--- config.mk ---
export PLATFORM = sky130hd
export DESIGN_NAME = shared_adder_sched
export DESIGN_NICKNAME = d
export VERILOG_FILES = /design/src/rtl/shared_adder_sched.sv
export SDC_FILE = /design/constraint.sdc
export NUM_CORES = 1
export LEC_CHECK = 0
export BUFFER_PORTS_ARGS = -buffer_cell sky130_fd_sc_hd__clkbuf_2
export CORE_AREA = 2 2 205 207
export DETAILED_ROUTE_END_ITERATION = 6
export DIE_AREA = 0 0 207 209
export PLACE_DENSITY_LB_ADDON = 0.15
export RECOVER_POWER = 100
export SYNTH_ARGS = -nofsm -noshare
export SYNTH_HDL_FRONTEND = slang
export SYNTH_SLANG_ARGS = --single-unit
export TNS_END_PERCENT = 50
--- constraint.sdc ---
create_clock -name clk -period 9 [get_ports clk]
set_clock_uncertainty 0.1 [all_clocks]
set_input_delay 0.9 -clock clk [delete_from_list [all_inputs] [get_ports clk]]
set_output_delay 0.9 -clock clk [all_outputs]
set_load 0.01 [all_outputs]
--- src/rtl/shared_adder_sched.sv ---
// shared_adder_sched: time-shares one external slow ripple adder between two
// requesters (0 = ALU path, 1 = branch/address path). A winner's operands are
// registered onto the adder, the result is captured after SETTLE cycles and
// returned with a valid/ready response tagged with the owner ID.
// Optional feature: define SHARED_ADDER_RR_EN for round-robin arbitration;
// otherwise requester 0 has fixed priority.
module shared_adder_sched #(
   parameter int N      = 64,
   parameter int SETTLE = 8
) (
   input  logic         clk,
   input  logic         reset,
   input  logic [1:0]   req_valid,
   output logic [1:0]   req_ready,
   input  logic [N-1:0] req_a0,
   input  logic [N-1:0] req_b0,
   input  logic [N-1:0] req_a1,
   input  logic [N-1:0] req_b1,
   input  logic [1:0]   req_sub,
   output logic [N-1:0] adder_in1,
   output logic [N-1:0] adder_in2,
   output logic         adder_sub,
   input  logic [N-1:0] adder_out,
   input  logic         adder_of,
   input  logic         adder_co,
   output logic         rsp_valid,
   input  logic         rsp_ready,
   output logic         rsp_id,
   output logic [N-1:0] rsp_sum,
   output logic [3:0]   rsp_flags
);

   typedef enum logic [1:0] {IDLE, WAIT, DONE} state_t;

   state_t       state, state_nxt;
   logic [7:0]   cnt;
   logic         owner;
   logic         ptr;
   logic         gnt;
   logic         gnt_vld;
   logic         accept;
   logic         capture;
   logic         rsp_hs;
   logic [N-1:0] a_sel;
   logic [N-1:0] b_sel;
   logic         sub_sel;

`ifdef SHARED_ADDER_RR_EN
   // Priority pointer hands preference to the non-owner after each response.
   always_ff @(posedge clk or posedge reset) begin
      if (reset)       ptr <= 1'b0;
      else if (rsp_hs) ptr <= ~owner;
   end
`else
   // Fixed priority: requester 0 always preferred.
   assign ptr = 1'b0;
`endif

   // Grant: pointer's requester first, the other one if only it is asking.
   always_comb begin
      gnt     = ptr;
      gnt_vld = 1'b0;
      if (req_valid[ptr]) begin
         gnt     = ptr;
         gnt_vld = 1'b1;
      end else if (req_valid[~ptr]) begin
         gnt     = ~ptr;
         gnt_vld = 1'b1;
      end
   end

   assign a_sel   = gnt ? req_a1 : req_a0;
   assign b_sel   = gnt ? req_b1 : req_b0;
   assign sub_sel = req_sub[gnt];

   // State register.
   always_ff @(posedge clk or posedge reset) begin
      if (reset) state <= IDLE;
      else       state <= state_nxt;
   end

   // Next state and handshake strobes.
   always_comb begin
      state_nxt = state;
      req_ready = 2'b00;
      accept    = 1'b0;
      capture   = 1'b0;
      rsp_hs    = 1'b0;
      case (state)
         IDLE: begin
            if (gnt_vld) begin
               req_ready[gnt] = 1'b1;
               accept         = 1'b1;
               state_nxt      = WAIT;
            end
         end
         WAIT: begin
            if (cnt == 8'd0) begin
               capture   = 1'b1;
               state_nxt = DONE;
            end
         end
         DONE: begin
            if (rsp_ready) begin
               rsp_hs    = 1'b1;
               state_nxt = IDLE;
            end
         end
         default: state_nxt = IDLE;
      endcase
   end

   assign rsp_valid = (state == DONE);

   // Operand launch and settle counter; operands only change on accept.
   always_ff @(posedge clk or posedge reset) begin
      if (reset) begin
         adder_in1 <= '0;
         adder_in2 <= '0;
         adder_sub <= 1'b0;
         owner     <= 1'b0;
         cnt       <= 8'd0;
      end else if (accept) begin
         adder_in1 <= a_sel;
         adder_in2 <= sub_sel ? ~b_sel : b_sel;
         adder_sub <= sub_sel;
         owner     <= gnt;
         cnt       <= 8'(SETTLE - 1);
      end else if (state == WAIT && !capture) begin
         cnt <= cnt - 8'd1;
      end
   end

   // Result capture with NZVC; held until the response handshake.
   always_ff @(posedge clk or posedge reset) begin
      if (reset) begin
         rsp_sum   <= '0;
         rsp_flags <= 4'd0;
         rsp_id    <= 1'b0;
      end else if (capture) begin
         rsp_sum   <= adder_out;
         rsp_flags <= {adder_out[N-1], (adder_out == '0), adder_of, adder_co};
         rsp_id    <= owner;
      end
   end

endmodule

==> metrics.txt, run 1 <==
Async SR Flop Fraction=100%; CP Cell Sequence=nor2_1 > and2_0 > clkbuf_2; post-cts gate resize count=0; DPL Wire Length=25.5 mm; pin slew with the least headroom to its limit=4980 ps; number of clock sinks=208; Mapped Cells=863; Placed Cells=1872; Max-slew headroom=-234%; Final nets=1692; width of the die=207 um; dominant cells by area after synthesis=dfrtp_1 55%, mux2i_1 7.7%, mux2_2 7.1%, o21ai_0 6.4%, xnor2_1 6.2%; Lkg Pwr=6.01 nW; CTS tree=yes; total CTS buffers=26; Core Util, Final=32.0%; slowest cell on the critical path=and2_0; failing checks=capacitance limit, slew limit; maximum VDD drop=0.000104 V; final setup violation count=0; Place WS=5090 ps; Clock Latency Late Sink=540 ps; syn avg cell area=11.1 um2; GRT overflow=0; row count=75; wire per inst=17.6 um; crit path capture type=output port; share of layout cells above drive strength 1=32.0%; CP Class=reg2out; WP data arrival=4050 ps; Synth cell types=37; Initial DRC Count=319; Crit path max-delay family=simple AND/OR/NAND/NOR gates; H-tree Lvls=1; Net Count, Synth=1194; min-delay worst type=reg2reg; FF+latch count, synth=208; Max-Cap Viols=4; Total Power=4.11 mW; buffers added on ports=529; Final GP Congestion=0.827; wirelength, routed=33.8 mm; die area=43300 um2; top cells by count, synth=208 x dfrtp_1, 134 x nand2_1, 123 x o21ai_0; CP max stage delay=2250 ps; warnings from Yosys=0; post-synth top area share=54.5%; count leader, synth=dfrtp_1; Core Area=41300 um2; setup bufs post-CTS=0; CTS Root Cell=clkbuf_16; Max Slew Vio Count=272; Critical path buffers and inverters=1; area grow syn2layout=38.4%; # DRC=0; initial antenna violation count=1; Die Y=209 um; ant diodes=0; largest net degree at the start of global routing=231; GR Util All Layers=15.1%; Worst Path Required=8000 ps; DP Area=12700 um2; Max Fanout on Critical Path=57; iteration count of the initial detailed-routing pass=4; vias in the first global route=8387; unrepaired setup endpoints after global routing=false; Filler cells=4486; Cell Pwr Density=312 nW/um2; final hold vios=0; first-pass GRT wire length=51.3 mm; final setup TNS=0 ps; Design Area, Final=13200 um2; worst hold margin=374 ps; CTS Buffer Depth=3; Top Ports=530; Tcrit/Tclk final=56.1%; fmax=0.198 GHz; sequential fraction of the synthesis area=54.5%; Clock transition at path regs=60 ps; mean number of vias per cell=4.33; non-filler instance count after layout=1918; Period minus WS final=5050 ps; Post-synth EDFFs=0; ys flop type=dfrtp_1; initial core utilization=23.1%; CTS Hold Bufs=0; antenna violation net count after detailed routing=0; mapped cell area=9540 um2; status=finished, violations left; Setup WS post-layout=3950 ps; area leader, netlist=dfrtp_1; Setup crit start kind=flop; via count=8302
final cells by class:
type	instances	area [um2]	area share [%]
clock inverters	7	103	0.777
clock buffers	39	759	5.75
inverters	4	16.3	0.123
multi-input cells	586	4000	30.2
well taps	539	674	5.11
repair buffers	535	2450	18.6
flip-flops and latches	208	5200	39.4
placed cells by master (no fill, tap or decap), types with 3 or more instances in the layout:
cell / n
clkbuf_2: 329
dfrtp_1: 208
clkbuf_1: 207
nand2_1: 134
o21ai_0: 133
mux2i_1: 72
xnor2_1: 68
mux2_2: 60
o22ai_1: 56
clkbuf_16: 26
nor4_1: 17
mux2_1: 7
clkbuf_8: 6
nor2_1: 5
nand4_1: 5
buf_4: 5
inv_1: 3
or4_1: 3
o211ai_1: 3
kinds of logic (layout without fill, tap and decap cells):
group / count (synthesis) / in the layout / share of synthesized area, %
buffers and inverters: 69 / 585 / 3.54
multiplexers: 140 / 140 / 15.6
XOR/XNOR: 70 / 70 / 6.42
AND/OR/NAND/NOR: 176 / 176 / 8.08
AO/OA/AOI/OAI: 198 / 198 / 11.6
adder cells (fa/ha/maj): 2 / 2 / 0.262
flip-flops: 208 / 208 / 54.5
sequential cells by signal (all words and copies together), names as in the netlist:
signal	flops
adder_in1	64
adder_in2	64
adder_sub	1
cnt	8
owner	1
rsp_flags	3
rsp_id	1
rsp_sum	64
state	2
per-layer routing:
layer / vias to the layer above / track usage (%) / wire length, um
met2: 356 / 24.9 / 15800
li1: 4039 / - / -
met1: 3869 / 18.7 / 14100
met5: - / 0 / 0
met3: 38 / 5.55 / 3220
met4: 0 / 4.14 / 677
report_power, final:
group          internal, mW  switching, mW  leakage [nW]
Combinational         0.568          0.879          3.03
Sequential             1.38          0.233          2.55
Clock                 0.639          0.419         0.419
worst reg2reg max path: stages (launching register included):
cell,delay (ps)
dfrtp_1,380
inv_1,120
ha_1,170
nor3b_1,410
nand3_1,2330
mux2_1,1270
final timing paths:
| check | slack (ps) | depth (start not counted) | endpoint | from |
|---|---|---|---|---|
| max | 3950 | 3 | req_ready[0] | state[0] |
| min | 370 | 1 | owner | owner |
| max reg2reg | 4100 | 5 | rsp_sum[54] | cnt[0] |
| min reg2reg | 370 | 1 | owner | owner |
| max in group asynchronous | 4590 | 3 | rsp_sum[51] | reset |
| min in group asynchronous | 1770 | 2 | adder_in1[6] | reset |
No activity file was read; power rests on OpenSTA's default activity.
==> run 2: changes to the inputs <==
==> constraint.sdc (replaced) <==
create_clock -name clk -period 4.75 [get_ports clk]
set_clock_uncertainty 0.1 [all_clocks]
set_input_delay 0.475 -clock clk [delete_from_list [all_inputs] [get_ports clk]]
set_output_delay 0.475 -clock clk [all_outputs]
set_load 0.01 [all_outputs]
==> metrics.txt, run 2 (synthesized netlist as in run 1, its figures left out) <==
CP Cell Sequence=clkbuf_1 > o21ai_0 > clkbuf_4 > o21ai_0 (was nor2_1 > and2_0 > clkbuf_2); Tcrit/Tclk final=73.5%; initial antenna violation count=0 (was 1); commonest non-fill, non-tap cell in the layout=clkbuf_2 (unchanged); Lkg Pwr=6.00 nW (was 6.01 nW); first-pass GRT wire length=50.2 mm (was 51.3 mm); Final nets=1694 (was 1692); row count=75 (unchanged); antenna violation net count after detailed routing=0 (unchanged); share of layout cells above drive strength 1=32.0% (about the same); final setup TNS=0 ps (unchanged); final hold vios=0 (unchanged); GRT overflow=0 (unchanged); Max-Cap Viols=4 (unchanged); iteration count of the initial detailed-routing pass=6 (was 4); CP Class=in2reg (was reg2out); Filler cells=4442 (was 4486); Clock Latency Late Sink=530 ps (was 540 ps); Design Area, Final=13200 um2 (about the same); Total Power=7.77 mW (was 4.11 mW); commonest cells after routing, fill and taps aside=329 x clkbuf_2, 209 x clkbuf_1, 208 x dfrtp_1 (was 329 x clkbuf_2, 208 x dfrtp_1, 207 x clkbuf_1); pin slew with the least headroom to its limit=2090 ps (was 4980 ps); min-delay worst type=in2reg (was reg2reg); CTS tree=yes (unchanged); ant diodes=0 (unchanged); Die Y=209 um (unchanged); initial core utilization=23.1% (unchanged); Worst Path Required=4980 ps (was 8000 ps); GR Util All Layers=14.8% (was 15.1%); wirelength, routed=32.7 mm (was 33.8 mm); CTS Buffer Depth=3 (unchanged); Largest regs=adder_in1 x64, adder_in2 x64, rsp_sum x64 (unchanged); number of clock sinks=208 (unchanged); buffers added on ports=529 (unchanged); Cell Pwr Density=588 nW/um2 (was 312 nW/um2); die area=43300 um2 (unchanged); unrepaired setup endpoints after global routing=false (unchanged); WP data arrival=3720 ps (was 4050 ps); H-tree Lvls=1 (unchanged); width of the die=207 um (unchanged); vias in the first global route=8442 (was 8387); Setup crit start kind=primary input (was flop); Core Area=41300 um2 (unchanged); Max Slew Vio Count=318 (was 272); status=finished, violations left (unchanged); CP max stage delay=1420 ps (was 2250 ps); Final GP Congestion=0.844 (was 0.827); CTS Root Cell=clkbuf_16 (unchanged); via count=8133 (was 8302); Max Fanout on Critical Path=187 (was 57); wire per inst=17.0 um (was 17.6 um); Max-slew headroom=-40.1% (was -234%); Clock transition at path regs=60 ps (about the same); # DRC=0 (unchanged); slowest cell on the critical path=clkbuf_4 (was and2_0); total CTS buffers=26 (unchanged); Initial DRC Count=314 (was 319); Period minus WS final=3490 ps; DPL Wire Length=25.3 mm (was 25.5 mm); final setup violation count=0 (unchanged); CTS Hold Bufs=0 (unchanged); largest net degree at the start of global routing=188 (was 231); post-cts gate resize count=0 (unchanged); area grow syn2layout=38.5% (was 38.4%); worst hold margin=49.7 ps (was 374 ps); mean number of vias per cell=4.24 (was 4.33); setup bufs post-CTS=0 (unchanged); crit path capture type=flop (was output port); fmax=0.286 GHz; maximum VDD drop=0.000284 V (was 0.000104 V); Top cell by count, worst path=o21ai_0; DP Area=12700 um2 (about the same); failing checks=capacitance limit, slew limit (unchanged); Top Ports=530 (unchanged)
run 2: area by class of cell:
cell class	count	area (um2)	area share (%)
timing repair buffer	537	2470	18.7
tap	539	674	5.10
sequential	208	5200	39.4
inverter	4	16.3	0.123
clock inverter	6	116	0.880
clock buffer	36	728	5.51
multi-input combinational	586	4010	30.3
run 2: report_power, final:
part / internal [mW] / leakage, nW / switching (mW)
clock network: 1.22 / 0.413 / 0.740
registers: 2.61 / 2.55 / 0.436
logic: 1.06 / 3.03 / 1.71
total: 4.89 / 6.00 / 2.88
run 2: critical path: cells and delay by family:
| kind | cells | cell delay [ps] |
|---|---|---|
| buffers and inverters | 2 | 1520 |
| AO/OA/AOI/OAI | 2 | 1480 |
run 2: routing by layer:
layer	track usage [%]	share of wire [%]	up-vias
met5	0	0	-
met1	18.8	43	3689
met2	24.0	46	362
li1	-	-	4043
met3	4.58	8.4	39
met4	4.75	2.2	0
run 2: path summary, 6_finish.rpt:
| path | start | to | slack, ps | depth (start not counted) |
|---|---|---|---|---|
| setup / recovery | req_valid[1] | adder_in2[10] | 1260 | 4 |
| hold / removal | rsp_ready | state[1] | 50 | 2 |
| setup reg to reg | state[1] | adder_in2[10] | 1350 | 5 |
| hold reg to reg | adder_in1[19] | adder_in1[19] | 370 | 2 |
| max in group asynchronous | reset | adder_in2[10] | 1720 | 3 |
| min in group asynchronous | reset | adder_in1[11] | 370 | 2 |
run 2: metrics by stage:
step / worst slack, ps / cells / utilization [%]
3_3_place_gp: 1950 / 1874 / 30.8
6_report: 1260 / 1916 / 32.0
5_1_grt: 851 / 1916 / 32.0
2_1_floorplan: 1470 / 863 / -
4_1_cts: 1650 / 1916 / 32.8
3_5_place_dp: 1890 / 1874 / 30.8
==> run 3: changes to the inputs <==
--- a/config.mk
+++ b/config.mk
@@ -6,9 +6,9 @@
 export NUM_CORES = 1
 export LEC_CHECK = 0
 export BUFFER_PORTS_ARGS = -buffer_cell sky130_fd_sc_hd__clkbuf_2
-export CORE_AREA = 2 2 205 207
+export CORE_AREA = 2 2 209 211
 export DETAILED_ROUTE_END_ITERATION = 6
-export DIE_AREA = 0 0 207 209
+export DIE_AREA = 0 0 211 213
 export PLACE_DENSITY_LB_ADDON = 0.15
 export RECOVER_POWER = 100
 export SYNTH_ARGS = -nofsm -noshare
==> constraint.sdc (replaced) <==
create_clock -name clk -period 3 [get_ports clk]
set_clock_uncertainty 0.1 [all_clocks]
set_input_delay 0.3 -clock clk [delete_from_list [all_inputs] [get_ports clk]]
set_output_delay 0.3 -clock clk [all_outputs]
set_load 0.01 [all_outputs]
==> metrics.txt, run 3 (synthesized netlist as in run 1, its figures left out) <==
Setup WS post-layout=355 ps (was 1260 ps); final hold vios=0 (unchanged); DP Area=12900 um2 (was 12700 um2); hold depth=3 (was 2); setup bufs post-CTS=0 (unchanged); maximum VDD drop=0.000334 V (was 0.000284 V); worst hold margin=7.50 ps (was 49.7 ps); WP data arrival=2950 ps (was 3720 ps); wire per inst=16.7 um (was 17.0 um); Die Y=213 um (was 209 um); initial antenna violation count=0 (unchanged); initial core utilization=22.4% (was 23.1%); buffers added on ports=529 (unchanged); antenna violation net count after detailed routing=0 (unchanged); Worst Path Required=3310 ps (was 4980 ps); largest net degree at the start of global routing=78 (was 188); Top Ports=530 (unchanged); fmax=0.378 GHz; CTS Root Cell=clkbuf_16 (unchanged); Clock transition at path regs=60 ps (about the same); wirelength, routed=35.3 mm (was 32.7 mm); Max Slew Vio Count=19 (was 318); Filler cells=4444 (was 4442); Final GP Congestion=0.776 (was 0.844); GRT overflow=0 (unchanged); mean number of vias per cell=4.21 (was 4.24); crit path capture type=flop (unchanged); via count=8914 (was 8133); number of clock sinks=208 (unchanged); Final nets=1882 (was 1694); M1 wire length=14.7 mm (was 14.1 mm); final setup TNS=0 ps (unchanged); Max Fanout on Critical Path=36 (was 187); first-pass GRT wire length=52.2 mm (was 50.2 mm); final setup violation count=0 (unchanged); H-tree Lvls=1 (unchanged); status=finished, violations left (unchanged); width of the die=211 um (was 207 um); Largest regs=adder_in1 x64, adder_in2 x64, rsp_sum x64 (unchanged); vias in the first global route=9262 (was 8442); Core Area=42700 um2 (was 41300 um2); commonest cells after routing, fill and taps aside=335 x clkbuf_2, 218 x clkbuf_1, 208 x dfrtp_1 (was 329 x clkbuf_2, 209 x clkbuf_1, 208 x dfrtp_1); Place WS=732 ps (was 1890 ps); Design Area, Final=15000 um2 (was 13200 um2); non-filler instance count after layout=2117 (was 1916); pin slew with the least headroom to its limit=1570 ps (was 2090 ps); Setup crit start kind=flop (was primary input); Max-slew headroom=-5.24% (was -40.1%); wire length on met2=16.3 mm (was 15.1 mm); Period minus WS final=2640 ps; die area=44900 um2 (was 43300 um2); share of layout cells above drive strength 1=29.1% (was 32.0%); Cell Pwr Density=825 nW/um2 (was 588 nW/um2); Reg2Reg Depth=6 (was 5); unrepaired setup endpoints after global routing=false (unchanged); Lkg Pwr=6.74 nW (was 6.00 nW); row count=76 (was 75); Tcrit/Tclk final=88.2%; failing checks=capacitance limit, slew limit (unchanged); area grow syn2layout=57.4% (was 38.5%); ant diodes=0 (unchanged); uppermost layer routed=met4 (unchanged); # DRC=0 (unchanged); GR Util All Layers=15.0% (was 14.8%); commonest non-fill, non-tap cell in the layout=clkbuf_2 (unchanged); Initial DRC Count=322 (was 314); total CTS buffers=26 (unchanged); met3 wire length=2.95 mm (was 2.75 mm); DPL Wire Length=27.0 mm (was 25.3 mm); CP Class=reg2reg (was in2reg); Placed Cells=1900 (was 1874); CTS Buffer Depth=3 (unchanged); min-delay worst type=in2reg (unchanged); Max-Cap Viols=1 (was 4); iteration count of the initial detailed-routing pass=4 (was 6); CTS tree=yes (unchanged); Clock Latency Late Sink=540 ps (was 530 ps)
[run 3: critical path: stages, from the launching register on]
cell and delay (ps):
dfrtp_1 380, inv_1 110, ha_1 170, nor3b_1 520, nand3_4 320, buf_2 490, mux2_1 420
[run 3: timing repair]
action | in CTS | in global routing
resized for setup | 0 | 0
hold endpoints to repair | 147 | 0
hold buffers | 169 | 0
setup endpoints to repair | 0 | 0
[run 3: per-stage QoR]
stage                     util (%)  power, mW
after floorplan                  -       7.39
after global placement        30.2       9.75
after detailed placement      30.2       9.80
after CTS                     36.1       13.0
after global routing          35.2       13.4
final                         35.2       12.4
[run 3: path summary, 6_finish.rpt]
kind | from | to | slack [ps]
worst max-delay path | cnt[0] | rsp_sum[55] | 360
worst min-delay path | req_a0[24] | adder_in1[24] | 8
worst max register to register | cnt[0] | rsp_sum[55] | 360
worst min register to register | adder_in1[50] | adder_in1[50] | 370
max in group asynchronous | reset | adder_in1[46] | 470
min in group asynchronous | reset | rsp_sum[35] | 440
[run 3: routing by layer]
layer	global-route usage, %	vias up
li1	-	4426
met1	17.9	4015
met2	25.5	401
met3	4.35	72
met4	6.24	0
met5	0	-
[run 3: where the power goes]
part	switching, mW	total [mW]	internal, mW	leakage, nW
Sequential	0.736	4.86	4.12	2.55
Combinational	2.73	4.62	1.89	3.79
Clock	1.22	2.92	1.70	0.390
Total	4.69	12.4	7.71	6.74
[run 3: cell type report]
type / count / area [um2] / share of cell area, %
sequential: 208 / 5200 / 34.6
timing repair buffer: 725 / 4300 / 28.6
tap: 546 / 683 / 4.55
clock inverter: 9 / 61.3 / 0.408
inverter: 4 / 16.3 / 0.108
multi-input combinational: 586 / 4020 / 26.7
clock buffer: 39 / 739 / 4.92
